<file path="src/rtl/wall_scroller.sv">
// rtl/wall_scroller.sv - pulls wall heights, scrolls walls, detects bird hits, counts cleared walls
// Optional feature macro: SCROLL_SPEEDUP_EN (divisor shrinks every 8 walls cleared)
module wall_scroller #(
  parameter int SCREEN_W   = 160,
  parameter int SCREEN_H   = 120,
  parameter int WALL_W     = 10,
  parameter int GAP_H      = 30,
  parameter int SCROLL_DIV = 2,
  parameter int BIRD_X     = 20
) (
  input  logic       clk,
  input  logic       reset,
  input  logic       start,
  input  logic       frame_tick,
  input  logic [7:0] height_in,
  input  logic [7:0] bird_y,
  output logic       height_req,
  output logic [7:0] wall_x,
  output logic [7:0] gap_top,
  output logic       wall_active,
  output logic       collision,
  output logic [7:0] score
);

  typedef enum logic [1:0] {IDLE, LOAD, SCROLL, HIT} state_t;

  localparam logic [7:0] X_SPAWN   = 8'(SCREEN_W - 1);
  localparam logic [7:0] GAP_MAX   = 8'(SCREEN_H - GAP_H);
  localparam logic [8:0] BIRD_X9   = 9'(BIRD_X);
  localparam logic [8:0] WALL_SPAN = 9'(WALL_W - 1);
  localparam logic [8:0] GAP_H9    = 9'(GAP_H);
  localparam logic [3:0] DIV_INIT  = 4'(SCROLL_DIV);

  state_t     state, state_nxt;
  logic [3:0] divider;
  logic [3:0] div_eff;
  logic       overlap, outside, hit, step, wall_done;
  logic [7:0] score_inc;

  // 9-bit compares so wall_x + WALL_W - 1 and gap_top + GAP_H cannot wrap
  always_comb begin
    overlap   = (BIRD_X9 >= {1'b0, wall_x}) && (BIRD_X9 <= ({1'b0, wall_x} + WALL_SPAN));
    outside   = ({1'b0, bird_y} < {1'b0, gap_top}) ||
                ({1'b0, bird_y} >= ({1'b0, gap_top} + GAP_H9));
    hit       = (state == SCROLL) && overlap && outside;
    step      = (state == SCROLL) && !hit && frame_tick && (divider == div_eff - 4'd1);
    wall_done = step && (wall_x == 8'd0);
    score_inc = (score == 8'hFF) ? 8'hFF : score + 8'd1;
  end

`ifdef SCROLL_SPEEDUP_EN
  // score_inc differs from score only on a real transition, and is then nonzero
  always_ff @(posedge clk or posedge reset) begin
    if (reset) begin
      div_eff <= DIV_INIT;
    end else if ((state == HIT) && start) begin
      div_eff <= DIV_INIT;
    end else if (wall_done && (score != 8'hFF) && (score_inc[2:0] == 3'd0) && (div_eff > 4'd1)) begin
      div_eff <= div_eff - 4'd1;
    end
  end
`else
  assign div_eff = DIV_INIT;
`endif

  always_ff @(posedge clk or posedge reset) begin
    if (reset) state <= IDLE;
    else       state <= state_nxt;
  end

  always_comb begin
    state_nxt   = state;
    height_req  = 1'b0;
    wall_active = 1'b0;
    case (state)
      IDLE: begin
        if (start) state_nxt = LOAD;
      end
      LOAD: begin
        height_req = 1'b1;
        state_nxt  = SCROLL;
      end
      SCROLL: begin
        wall_active = 1'b1;
        if (hit)            state_nxt = HIT;
        else if (wall_done) state_nxt = LOAD;
      end
      HIT: begin
        if (start) state_nxt = LOAD;
      end
      default: state_nxt = IDLE;
    endcase
  end

  always_ff @(posedge clk or posedge reset) begin
    if (reset) begin
      wall_x    <= X_SPAWN;
      gap_top   <= 8'd0;
      collision <= 1'b0;
      score     <= 8'd0;
      divider   <= 4'd0;
    end else begin
      case (state)
        LOAD: begin
          gap_top <= (height_in > GAP_MAX) ? GAP_MAX : height_in;
          wall_x  <= X_SPAWN;
          divider <= 4'd0;
        end
        SCROLL: begin
          // a hit freezes position and score even if a frame tick coincides
          if (hit) begin
            collision <= 1'b1;
          end else if (frame_tick) begin
            if (divider == div_eff - 4'd1) begin
              divider <= 4'd0;
              if (wall_x == 8'd0) score  <= score_inc;
              else                wall_x <= wall_x - 8'd1;
            end else begin
              divider <= divider + 4'd1;
            end
          end
        end
        HIT: begin
          if (start) begin
            collision <= 1'b0;
            score     <= 8'd0;
          end
        end
        default: ;
      endcase
    end
  end

endmodule

</file>
<file path="config.mk">
export PLATFORM = sky130hd
export DESIGN_NAME = wall_scroller
export DESIGN_NICKNAME = d
export VERILOG_FILES = /design/src/rtl/wall_scroller.sv
export SDC_FILE = /design/constraint.sdc
export NUM_CORES = 1
export LEC_CHECK = 0
export BUFFER_PORTS_ARGS = -buffer_cell sky130_fd_sc_hd__buf_2
export CAP_MARGIN = 20
export CORE_AREA = 2 2 75 77
export CTS_BUF_LIST = sky130_fd_sc_hd__clkbuf_8
export DETAILED_ROUTE_END_ITERATION = 12
export DIE_AREA = 0 0 77 79
export PLACE_DENSITY = 0.66
export SYNTH_ARGS = -nofsm -noshare
export SYNTH_HDL_FRONTEND = slang
export SYNTH_SLANG_ARGS = --single-unit
</file>
<file path="constraint.sdc">
create_clock -name clk -period 3.16 [get_ports clk]
set_input_delay 0.158 -clock clk [delete_from_list [all_inputs] [get_ports clk]]
set_output_delay 0.158 -clock clk [all_outputs]
set_load 0.02 [all_outputs]
</file>
# == After elaboration in Yosys (flattened, before gate mapping) ==
# Index checks and enable logic that the tools add are counted.
# totals
regBits,31
inputBits,20
output_inout_bits,27
word_cells,75
# classes
add_sub_neg,5
n_lt_le_gt_ge,5
n_eq_ne,14
n_mux,26
n_reduce_logical,19
# op_table
op,count
two-way mux 8 bit,11
one-hot mux 8 bit (2 select lines),2
two-way mux 4 bit,3
inequality test 2 bit (second input constant),5
adder 8 x 4 -> 9 bit (second input constant),1
adder 8 x 5 -> 9 bit (second input constant),1
greater-or-equal comparator 8 x 9 -> 1 bit,1
<= comparator 5 x 9 -> 1 bit (first input constant),1
adder 8 x 1 -> 8 bit (second input constant),1
== test 8 bit (second input constant),1
greater-or-equal comparator 5 x 8 -> 1 bit (first input constant),1
greater-than comparator 8 x 7 -> 1 bit (second input constant),1
zero test 8 bit,1
< comparator 8 bit,1
one-hot mux 4 bit (2 select lines),1
subtractor 8 x 1 -> 8 bit (second input constant),1
logical AND 1 bit,7
two-way mux 2 bit,3
inequality test 2 x 1 -> 1 bit (second input constant),3
one-hot mux 2 bit (3 select lines),1
AND reduction 3 bit,2
AND reduction 6 bit,1
AND reduction 5 bit,1
adder 4 x 1 -> 4 bit (second input constant),1
other kinds (12),17

# == Depth between registers and ports, before layout ==
# Gate-level depths: netlist (run 1).
# logic_depth
word_depth,13
ltp_mapped,12
ltp_nobuf,12

# == Worst setup path before layout (run 1) ==
# OpenSTA, ideal clock, no wires.
# synth_path
path_type,reg-to-reg
from,register wall_x[0]
to,register divider[0]
setup_ns,0.128
arrival_time_ns,2.588
t_required_ns,3.032
slack_ns,0.444
stages_incl_launch_ff,9
path_buffers,0
period_less_slack_ns,2.716
cell_sequence,dfstp_2 inv_1 ha_1 or4b_1 and4_4 o2111ai_4 inv_4 a21oi_2 mux2_1
# synth_via
elab_chain_cells,7
word_cells_on_any_way,8
classes_between,add/sub: 1; order compare: 2; eq/ne: 1; reduce/logical: 4
# synth_rtl
item,line_no,text
"start, declared",18,"output logic [7:0] wall_x,"
"start signal, assigned",117,else wall_x <= wall_x - 8'd1;
adder 8 x 4 -> 9 bit,42,"overlap = (BIRD_X9 >= {1'b0, wall_x}) && (BIRD_X9 <= ({1'b0, wall_x} + WALL_SPAN));"
<= comparator 5 x 9 -> 1 bit,42,
logical AND 1 bit (*),42,
logical AND 1 bit (*) (2 in series),45,hit = (state == SCROLL) && overlap && outside;
inequality test 2 bit (no source line) (*),n/a,
AND reduction 3 bit (no source line) (*),n/a,
"end signal, assigned",119,divider <= divider + 4'd1;
"end, declared",35,logic [3:0] divider;
# Every way passes the cells marked *; elsewhere a longest branch is shown, timed or not.
# A chain may end at the register's enable or synchronous reset.

# == Final worst setup path (run 1) ==
# layout_path
from,register gap_top[3]
to,register divider[0]
# layout_via
elab_chain_cells,6
word_cells_on_any_way,7
classes_between,add/sub: 1; order compare: 2; eq/ne: 1; reduce/logical: 3
# layout_rtl
item,line_no,text
"start, declared",19,"output logic [7:0] gap_top,"
"start signal, assigned",105,gap_top <= (height_in > GAP_MAX) ? GAP_MAX : height_in;
adder 8 x 5 -> 9 bit,44,"({1'b0, bird_y} >= ({1'b0, gap_top} + GAP_H9));"
greater-or-equal comparator 8 x 9 -> 1 bit,44,
logical OR 1 bit (*),43,"outside = ({1'b0, bird_y} < {1'b0, gap_top}) ||"
logical AND 1 bit (*),45,
inequality test 2 bit (no source line) (*),n/a,
AND reduction 3 bit (no source line) (*),n/a,
# Marked as above.

==> results.ini, run 1 <==
[outcome]
status=completed

[clock_tree]
clk_latency_ns=0.28
cts_tree=yes
clockBufferDepth=2
h-tree-depth=2
cts_buffers=5
cts_sinks=31
cts_root_buf=clkbuf_8
clk_pin_slew_ns=0.07
cts_resized=0

[finish]
final_common_cell=buf_2
layout.cells.non_filler=390
antenna_cells=0
syn_to_final_growth_pct=20.3
nets=363
final_cell_mix=buf_2, ha_1, inv_1, dfrtp_1, nor2_1
layout-drive-gt1-share_pct=23.3

[hold_path]
hold_path_depth=2
min_path_type=input port to flop

[yosys]
synth-async-reset-ratio_pct=100
synth_edf_count=0
synth_area_leader_cell=dfrtp_1
seq_area_frac_synth_pct=33.9
syn_inst=262
synth_seq_cells=31
syn_nets=308
synthTopCellsByArea=dfrtp_1, ha_1, dfstp_2
netlist_area_um2=2310
yosysUniqueCellTypes=53
ys.flop_type=dfrtp_1
synth_top_area_share_pct=27.1
syn_area_per_cell_um2=8.83
yosysWarnings=0

[power_and_ir_drop]
power_density_nw_per_um2=867
ir_worst_vdd_mv=0.475
leakage_nw=1.34
power_mw=2.41

[critical_path]
crit_arrival_ns=2.99
reg2reg_depth=11
cp.required_ns=3.33
crit_type=flop to flop
startpoint_type=flop
cp_max_fo=6
worst_setup_path_end_kind=flop

[die]
row_count=27
num_io_pins=47
dieArea_um2=6080
initial_utilization_pct=43.3
die-height_um=79
coreArea_um2=5340
die_x_um=77

[grt]
grt_max_degree=19
track_usage_pct=17.7
grt-ovfl-total=0
grt_pass1_vias=1960
grt_pass1_wl_um=8900
grt_antenna_before_repair=0

[detailed_routing]
drt-total-wl_um=5130
vias=2114
postRouteAntennaNets=0
drc=0
drtPass1Iterations=4
routedWlPerCell_um=13.2
first_iter_violations=116
viasPerCell=5.42

[sta]
final-setup-viol-count=0
period_needed_ns=2.82
slew_violations=0
tns_ns=0
clock_skew_ns=0.00860
tightest_slew_ns=0.639
max_freq_mhz=354
rsz0062_at_grt=false
holdWs_ns=0.116
finalCritPeriodShare_pct=89.3
hold_viol=0
timing.final.ws_setup_ns=0.338
slew_headroom_pct=57.4

[place]
io_buffer_count=46
gp_congestion=0.868
dp_slack_ns=0.348
place_hpwl_um=4000
dp.cells=381

[flow_run]
maxCapViolCount=0

## path summary, 6_finish.rpt
check,startpoint,slack [ns],end
worst min register to register,score[4],0.54,score[4]
worst min-delay path,height_in[3],0.12,gap_top[3]
min in group asynchronous,reset,0.50,divider[3]
max in group asynchronous,reset,1.95,wall_x[1]
worst max-delay path,gap_top[3],0.34,divider[0]
worst max register to register,gap_top[3],0.34,divider[0]
## report_power, final
| part | switching (mW) | internal, mW |
|---|---|---|
| Sequential | 0.202 | 0.563 |
| Clock | 0.150 | 0.172 |
| Combinational | 0.787 | 0.539 |
| Total | 1.14 | 1.27 |
## per-layer routing
layer  global-route usage [%]  up-vias  part of all wire [%]  routed length [um]
met1                     23.7      985                    48                2480
li1                         -     1080                     -                   -
met5                        0        -                     0                   0
met2                     29.0       45                    48                2440
met3                     3.86        4                   3.4                 174
met4                     4.82        0                  0.68                  35
## state kept, by name (all words and copies together) (netlist names)
| signal | flops |
|---|---|
| gap_top | 8 |
| score | 8 |
| wall_x | 8 |
| divider | 4 |
| state | 2 |
| collision | 1 |
## timing repair
action / in CTS / in global routing
hold endpoints to repair: 12 / 0
setup buffers: 0 / 0
hold buffers: 1 / 0
## metrics by stage
step	utilization [%]	area, um^2
floorplan	-	2310
global placement	49.7	2650
detailed placement	50.2	2680
CTS	52.1	2780
global route	52.1	2780
finish	52.1	2780
## layout make-up
class                   count  area, um^2
multi-input cells         200        1410
fillers                   532        2550
inverters                  25        96.3
clock inverters             2        8.76
repair buffers             54         313
well taps                  72        90.1
clock buffers               6        82.6
flip-flops and latches     31         783
## cell families after synthesis
family / share of synthesized area (%)
AOI/OAI and AO/OA: 23.8
adders and majority gates: 14.5
DFF: 33.9
and+or+nand+nor: 19.3
xor gates and xnor gates: 1.89
buffers and inverters: 5.20
muxes: 1.46
## synth_stat cells (all sizes together), types with 4 or more instances
cell type	n
o22ai	4
a31oi	5
nor3	8
nand2b	5
nor2	21
ha	26
dfrtp	25
o21ai	13
nand3	16
dfstp	6
o22a	9
a211oi	4
nand2	20
xnor2	5
a21oi	15
inv	25
clkbuf	5
and3	4
## critical path: stages, from the launching register on
cell,delay (ns)
dfrtp_1,0.43
nor3_1,0.30
nand2_1,0.12
nand2_1,0.09
xnor2_1,0.11
ha_1,0.28
a211oi_1,0.21
and3_1,0.17
o21ai_0,0.10
a22o_1,0.32
a21oi_2,0.25
mux2_1,0.34
Note: power is estimated with default switching activity, not from simulation.
==> inputs of run 2 (changes only) <==
--- a/config.mk
+++ b/config.mk
@@ -5,6 +5,7 @@
 export SDC_FILE = /design/constraint.sdc
 export NUM_CORES = 1
 export LEC_CHECK = 0
+export ABC_CLOCK_PERIOD_IN_PS = 3160
 export BUFFER_PORTS_ARGS = -buffer_cell sky130_fd_sc_hd__buf_2
 export CAP_MARGIN = 20
 export CORE_AREA = 2 2 75 77
==> constraint.sdc (replaced) <==
create_clock -name clk -period 3.16 [get_ports clk]
set_input_delay 0.632 -clock clk [delete_from_list [all_inputs] [get_ports clk]]
set_output_delay 0.632 -clock clk [all_outputs]
set_load 0.02 [all_outputs]
==> run 2 against run 1 <==
Against the previous run: maximum frequency fell by 2.1%; final cell count decreased by 0.77%; critical path depth did not move; core utilization down 0.35 points; non-clock buffer count fell by 3; sequential cell count did not move; clock power increased by 29%; total power grew 3.7%; highest routed layer unchanged.
==> results.ini, run 2 (synthesis results as in run 1) <==
[outcome]
status=completed  ; unchanged

[place]
gp_congestion=0.885  ; was 0.868
dpl_cell_area_um2=2650  ; was 2680 um^2
place_hpwl_um=3990  ; was 4000 um
io_buffer_count=46  ; unchanged
dp_slack_ns=0.299  ; was 0.348 ns

[clock_tree]
cts_root_buf=clkbuf_8  ; unchanged
cts_buffers=5  ; unchanged
cts_resized=0  ; unchanged
clk_pin_slew_ns=0.07  ; about the same
clk_latency_ns=0.29  ; was 0.28 ns
cts_tree=yes  ; unchanged
holdBufCountCts=0  ; was 1
clockBufferDepth=2  ; unchanged
h-tree-depth=2  ; unchanged
postCtsSetupBuffers=0  ; unchanged
cts_sinks=31  ; unchanged

[sta]
final-setup-viol-count=0  ; unchanged
period_needed_ns=2.88  ; was 2.82 ns
timing.final.ws_setup_ns=0.278  ; was 0.338 ns
hold_viol=0  ; unchanged
finalCritPeriodShare_pct=91.2  ; was 89.3%
slew_violations=0  ; unchanged
clock_skew_ns=0.00662  ; was 0.00860 ns
rsz0062_at_grt=false  ; unchanged
tightest_slew_ns=0.496  ; was 0.639 ns
tns_ns=0  ; unchanged
max_freq_mhz=347  ; was 354 MHz
slew_headroom_pct=66.5  ; was 57.4%

[die]
num_io_pins=47  ; unchanged
die_x_um=77  ; unchanged
die-height_um=79  ; unchanged
dieArea_um2=6080  ; unchanged
coreArea_um2=5340  ; unchanged
row_count=27  ; unchanged
initial_utilization_pct=43.3  ; unchanged

[finish]
seq_area_um2=783  ; unchanged
syn_to_final_growth_pct=19.5  ; was 20.3%
final_common_cell=buf_2  ; unchanged
largest_registers=gap_top: 8 flops, score: 8 flops, wall_x: 8 flops  ; unchanged
final_cell_mix=buf_2, ha_1, dfrtp_1, inv_1, nor2_1  ; was buf_2, ha_1, inv_1, dfrtp_1, nor2_1
antenna_cells=0  ; unchanged
layout-drive-gt1-share_pct=23.2  ; was 23.3%
num-fill-cells=538  ; was 532
stdcell_area_um2=2760  ; was 2780 um^2
multiInputGateArea_um2=1410  ; unchanged
nets=360  ; was 363
fin_util_pct=51.8  ; was 52.1%

[detailed_routing]
postRouteAntennaNets=0  ; unchanged
drc=0  ; unchanged
first_iter_violations=79  ; was 116
drt-total-wl_um=5140  ; was 5130 um
viasPerCell=5.38  ; was 5.42
vias=2083  ; was 2114
drtPass1Iterations=4  ; unchanged
routedWlPerCell_um=13.3  ; was 13.2 um

[flow_run]
maxCapViolCount=0  ; unchanged

[critical_path]
worst_setup_path_end_kind=flop  ; unchanged
cp_slowest_cell=dfrtp_1  ; unchanged
ff2ff_setup_slack_ns=0.28  ; was 0.34 ns
cp.required_ns=3.33  ; about the same
r2r-end=divider[0]  ; unchanged
cpPeakStageDelay_ns=0.43  ; about the same
crit_chain=nor3_1 > nand2_1 > nand2_1 > xnor2_1 > ha_1 > a211oi_1 > and3_1 > o21ai_0 > a22o_1 > a21oi_2 > mux2_1  ; unchanged
cp_max_fo=6  ; unchanged
critPathMostFrequentCell=nand2_1  ; unchanged
startpoint_type=flop  ; unchanged
crit_type=flop to flop  ; unchanged
reg2reg_depth=11  ; unchanged
crit_arrival_ns=3.05  ; was 2.99 ns
r2r_start=gap_top[3]  ; unchanged

[grt]
grt_antenna_before_repair=0  ; unchanged
grt_max_degree=32  ; was 19
grt_pass1_vias=1954  ; was 1960
use_met1_pct=22.9  ; was 23.7%
grt_pass1_wl_um=8840  ; was 8900 um
gr-usage-met3_pct=4.20  ; was 3.86%
grtUsageMet2_pct=30.9  ; was 29.0%
grt-ovfl-total=0  ; unchanged
top_usage_layer=met2  ; unchanged
track_usage_pct=18.2  ; was 17.7%

[power_and_ir_drop]
leakage_nw=1.32  ; was 1.34 nW
power_density_nw_per_um2=905  ; was 867 nW/um^2
ir_worst_vdd_mv=0.446  ; was 0.475 mV

[hold_path]
min_path_type=input port to asynchronous set/reset pin  ; was input port to flop

## run 2: per-layer routing
layer	routed length, um	part of all wire (%)	vias to the layer above
met3	183	3.6	4
met5	0	0	-
met4	74	1.4	0
met1	2450	48	960
li1	-	-	1076
met2	2430	47	43
## run 2: report_power, final
part	total (mW)	internal [mW]	switching [mW]
Clock	0.415	0.255	0.159
Sequential	0.764	0.563	0.201
Combinational	1.32	0.535	0.788
## run 2: final cells by class
type | instances | area share, %
flip-flops and latches | 31 | 28.3
inverters | 25 | 3.49
well taps | 72 | 3.26
clock inverters | 2 | 1.27
repair buffers | 51 | 9.69
clock buffers | 6 | 2.99
multi-input cells | 200 | 51.0
## run 2: worst max path at each step
stage,startpoint,end,slack (ns),cells after the start
6_report,gap_top[3],divider[0],0.28,11
5_1_grt,gap_top[3],divider[0],0.08,11
2_1_floorplan,wall_x[0],divider[0],0.44,8
4_1_cts,gap_top[3],divider[0],0.27,11
3_5_place_dp,gap_top[3],divider[0],0.30,11
3_3_place_gp,gap_top[3],divider[0],0.40,11
## run 2: per-stage QoR
| stage | instances | hold WS (ns) | power (mW) |
|---|---|---|---|
| 5_1_grt | 387 | 0.454 | 2.76 |
| 4_1_cts | 387 | 0.417 | 2.53 |
| 2_1_floorplan | 262 | 0.526 | 1.72 |
| 6_report | 387 | 0.410 | 2.50 |
| 3_5_place_dp | 379 | 0.524 | 2.10 |
| 3_3_place_gp | 379 | 0.522 | 2.08 |
## run 2: worst max-delay path, delay by kind of cell, from the launching register on
family | cells | cell delay (ns)
flip-flops | 1 | 0.43
XOR/XNOR | 1 | 0.11
AND/OR/NAND/NOR | 4 | 0.72
AO/OA/AOI/OAI | 4 | 0.89
adder cells (fa/ha/maj) | 1 | 0.28
multiplexers | 1 | 0.34
==> inputs of run 3 (changes only) <==
--- a/config.mk
+++ b/config.mk
@@ -8,10 +8,10 @@
 export ABC_CLOCK_PERIOD_IN_PS = 3160
 export BUFFER_PORTS_ARGS = -buffer_cell sky130_fd_sc_hd__buf_2
 export CAP_MARGIN = 20
-export CORE_AREA = 2 2 75 77
+export CORE_AREA = 2 2 58 100
 export CTS_BUF_LIST = sky130_fd_sc_hd__clkbuf_8
 export DETAILED_ROUTE_END_ITERATION = 12
-export DIE_AREA = 0 0 77 79
+export DIE_AREA = 0 0 60 102
 export PLACE_DENSITY = 0.66
 export SYNTH_ARGS = -nofsm -noshare
 export SYNTH_HDL_FRONTEND = slang
==> run 3 against run 2 <==
Against the previous run: combinational power hardly changed; highest routed layer unchanged; critical path depth stayed put; critical path type unchanged; design area is 0.86% lower.
==> results.ini, run 3 (synthesis results as in run 1) <==
[die]
row_count=35  ; was 27
die_x_um=60  ; was 77 um
initial_utilization_pct=43.6  ; was 43.3%
num_io_pins=47  ; unchanged
coreArea_um2=5300  ; was 5340 um^2
die-height_um=102  ; was 79 um
dieArea_um2=6120  ; was 6080 um^2

[finish]
fin_util_pct=51.7  ; was 51.8%
num-fill-cells=529  ; was 538
final_common_cell=buf_2  ; unchanged
final_cell_mix=buf_2, ha_1, inv_1, dfrtp_1, nor2_1  ; was buf_2, ha_1, dfrtp_1, inv_1, nor2_1
stdcell_area_um2=2740  ; was 2760 um^2
antenna_cells=0  ; unchanged
largest_registers=gap_top: 8 flops, score: 8 flops, wall_x: 8 flops  ; unchanged
nets=360  ; unchanged
layout-drive-gt1-share_pct=22.9  ; was 23.2%
syn_to_final_growth_pct=18.5  ; was 19.5%

[critical_path]
r2r_start=gap_top[3]  ; unchanged
ff2ff_setup_slack_ns=0.29  ; was 0.28 ns
reg2reg_depth=11  ; unchanged
cp_max_fo=6  ; unchanged
crit_type=flop to flop  ; unchanged
r2r-end=divider[0]  ; unchanged
worst_setup_path_end_kind=flop  ; unchanged
crit_arrival_ns=3.04  ; was 3.05 ns
cp.required_ns=3.33  ; about the same
startpoint_type=flop  ; unchanged

[grt]
grt_max_degree=17  ; was 32
track_usage_pct=19.8  ; was 18.2%
grt-ovfl-total=0  ; unchanged
grt_pass1_wl_um=9270  ; was 8840 um
grt_antenna_before_repair=0  ; unchanged
grt_pass1_vias=2077  ; was 1954

[clock_tree]
holdBufCountCts=0  ; unchanged
postCtsSetupBuffers=0  ; unchanged
cts_sinks=31  ; unchanged
h-tree-depth=2  ; unchanged
cts_resized=0  ; unchanged
cts_tree=yes  ; unchanged
clockBufferDepth=2  ; unchanged
cts_buffers=5  ; unchanged
cts_root_buf=clkbuf_8  ; unchanged
clk_latency_ns=0.29  ; about the same
clk_pin_slew_ns=0.07  ; about the same

[sta]
final-setup-viol-count=0  ; unchanged
period_needed_ns=2.87  ; was 2.88 ns
timing.final.ws_setup_ns=0.286  ; was 0.278 ns
slew_violations=0  ; unchanged
tightest_slew_ns=0.615  ; was 0.496 ns
max_freq_mhz=348  ; was 347 MHz
slew_headroom_pct=58.4  ; was 66.5%
finalCritPeriodShare_pct=90.9  ; was 91.2%
clock_skew_ns=0.00611  ; was 0.00662 ns
tns_ns=0  ; unchanged
rsz0062_at_grt=false  ; unchanged
hold_viol=0  ; unchanged

[power_and_ir_drop]
ir_worst_vdd_mv=0.619  ; was 0.446 mV
leakage_nw=1.32  ; about the same
power_density_nw_per_um2=882  ; was 905 nW/um^2

[detailed_routing]
viasPerCell=5.60  ; was 5.38
vias=2180  ; was 2083
drtPass1Iterations=4  ; unchanged
routedWlPerCell_um=14.0  ; was 13.3 um
postRouteAntennaNets=0  ; unchanged
drt-total-wl_um=5430  ; was 5140 um
first_iter_violations=119  ; was 79
drc=0  ; unchanged

[outcome]
status=completed  ; unchanged

[place]
dp_slack_ns=0.306  ; was 0.299 ns
place_hpwl_um=4410  ; was 3990 um
dpl_cell_area_um2=2650  ; about the same
gp_congestion=0.800  ; was 0.885
io_buffer_count=46  ; unchanged

[flow_run]
maxCapViolCount=0  ; unchanged

[hold_path]
min_path_type=input port to asynchronous set/reset pin  ; unchanged

==> run 3: cell types whose count changed in the layout (fill, tap and decap cells not counted), sizes merged <==
cell / change
inv: +1
bufinv: -1
==> run 3: report_power, final <==
group / leakage [nW] / switching, mW / internal (mW)
logic: 0.883 / 0.801 / 0.531
registers: 0.380 / 0.202 / 0.563
clock network: 0.0524 / 0.148 / 0.172
==> run 3: layout make-up <==
| type | instances | area (um^2) | area share (%) |
|---|---|---|---|
| tap | 74 | 92.6 | 3.38 |
| sequential | 31 | 783 | 28.6 |
| inverter | 25 | 96.3 | 3.52 |
| multi-input combinational | 200 | 1410 | 51.4 |
| timing repair buffer | 51 | 268 | 9.77 |
| clock inverter | 2 | 8.76 | 0.320 |
| clock buffer | 6 | 82.6 | 3.01 |
==> run 3: through the flow <==
stage	hold WS (ns)	power, mW	cells
2_1_floorplan	0.526	1.72	262
3_3_place_gp	0.518	2.08	381
3_5_place_dp	0.529	2.11	381
4_1_cts	0.413	2.45	389
5_1_grt	0.456	2.66	389
6_report	0.402	2.42	389
==> run 3: worst max-delay path: stages (launching register included) <==
cell      delay (ns)
dfrtp_1         0.44
nor3_1          0.31
nand2_1         0.12
nand2_1         0.09
xnor2_1         0.12
ha_1            0.29
a211oi_1        0.20
and3_1          0.17
o21ai_0         0.10
a22o_1          0.31
a21oi_2         0.26
mux2_1          0.34
==> run 3: how the worst max path moves through the flow <==
stage	from	depth (start not counted)	slack [ns]	endpoint
6_report	gap_top[3]	11	0.29	divider[0]
5_1_grt	gap_top[3]	11	0.07	divider[0]
4_1_cts	gap_top[3]	11	0.27	divider[0]
3_5_place_dp	gap_top[3]	11	0.31	divider[0]
3_3_place_gp	gap_top[3]	11	0.40	divider[0]
2_1_floorplan	wall_x[0]	8	0.44	divider[0]
==> run 3: metal layers <==
layer / vias up / track usage [%] / part of all wire (%)
met5: - / 0 / 0
met1: 1034 / 21.0 / 39
met2: 51 / 36.0 / 54
met4: 0 / 10.4 / 4.0
met3: 16 / 3.04 / 2.9
li1: 1079 / - / -
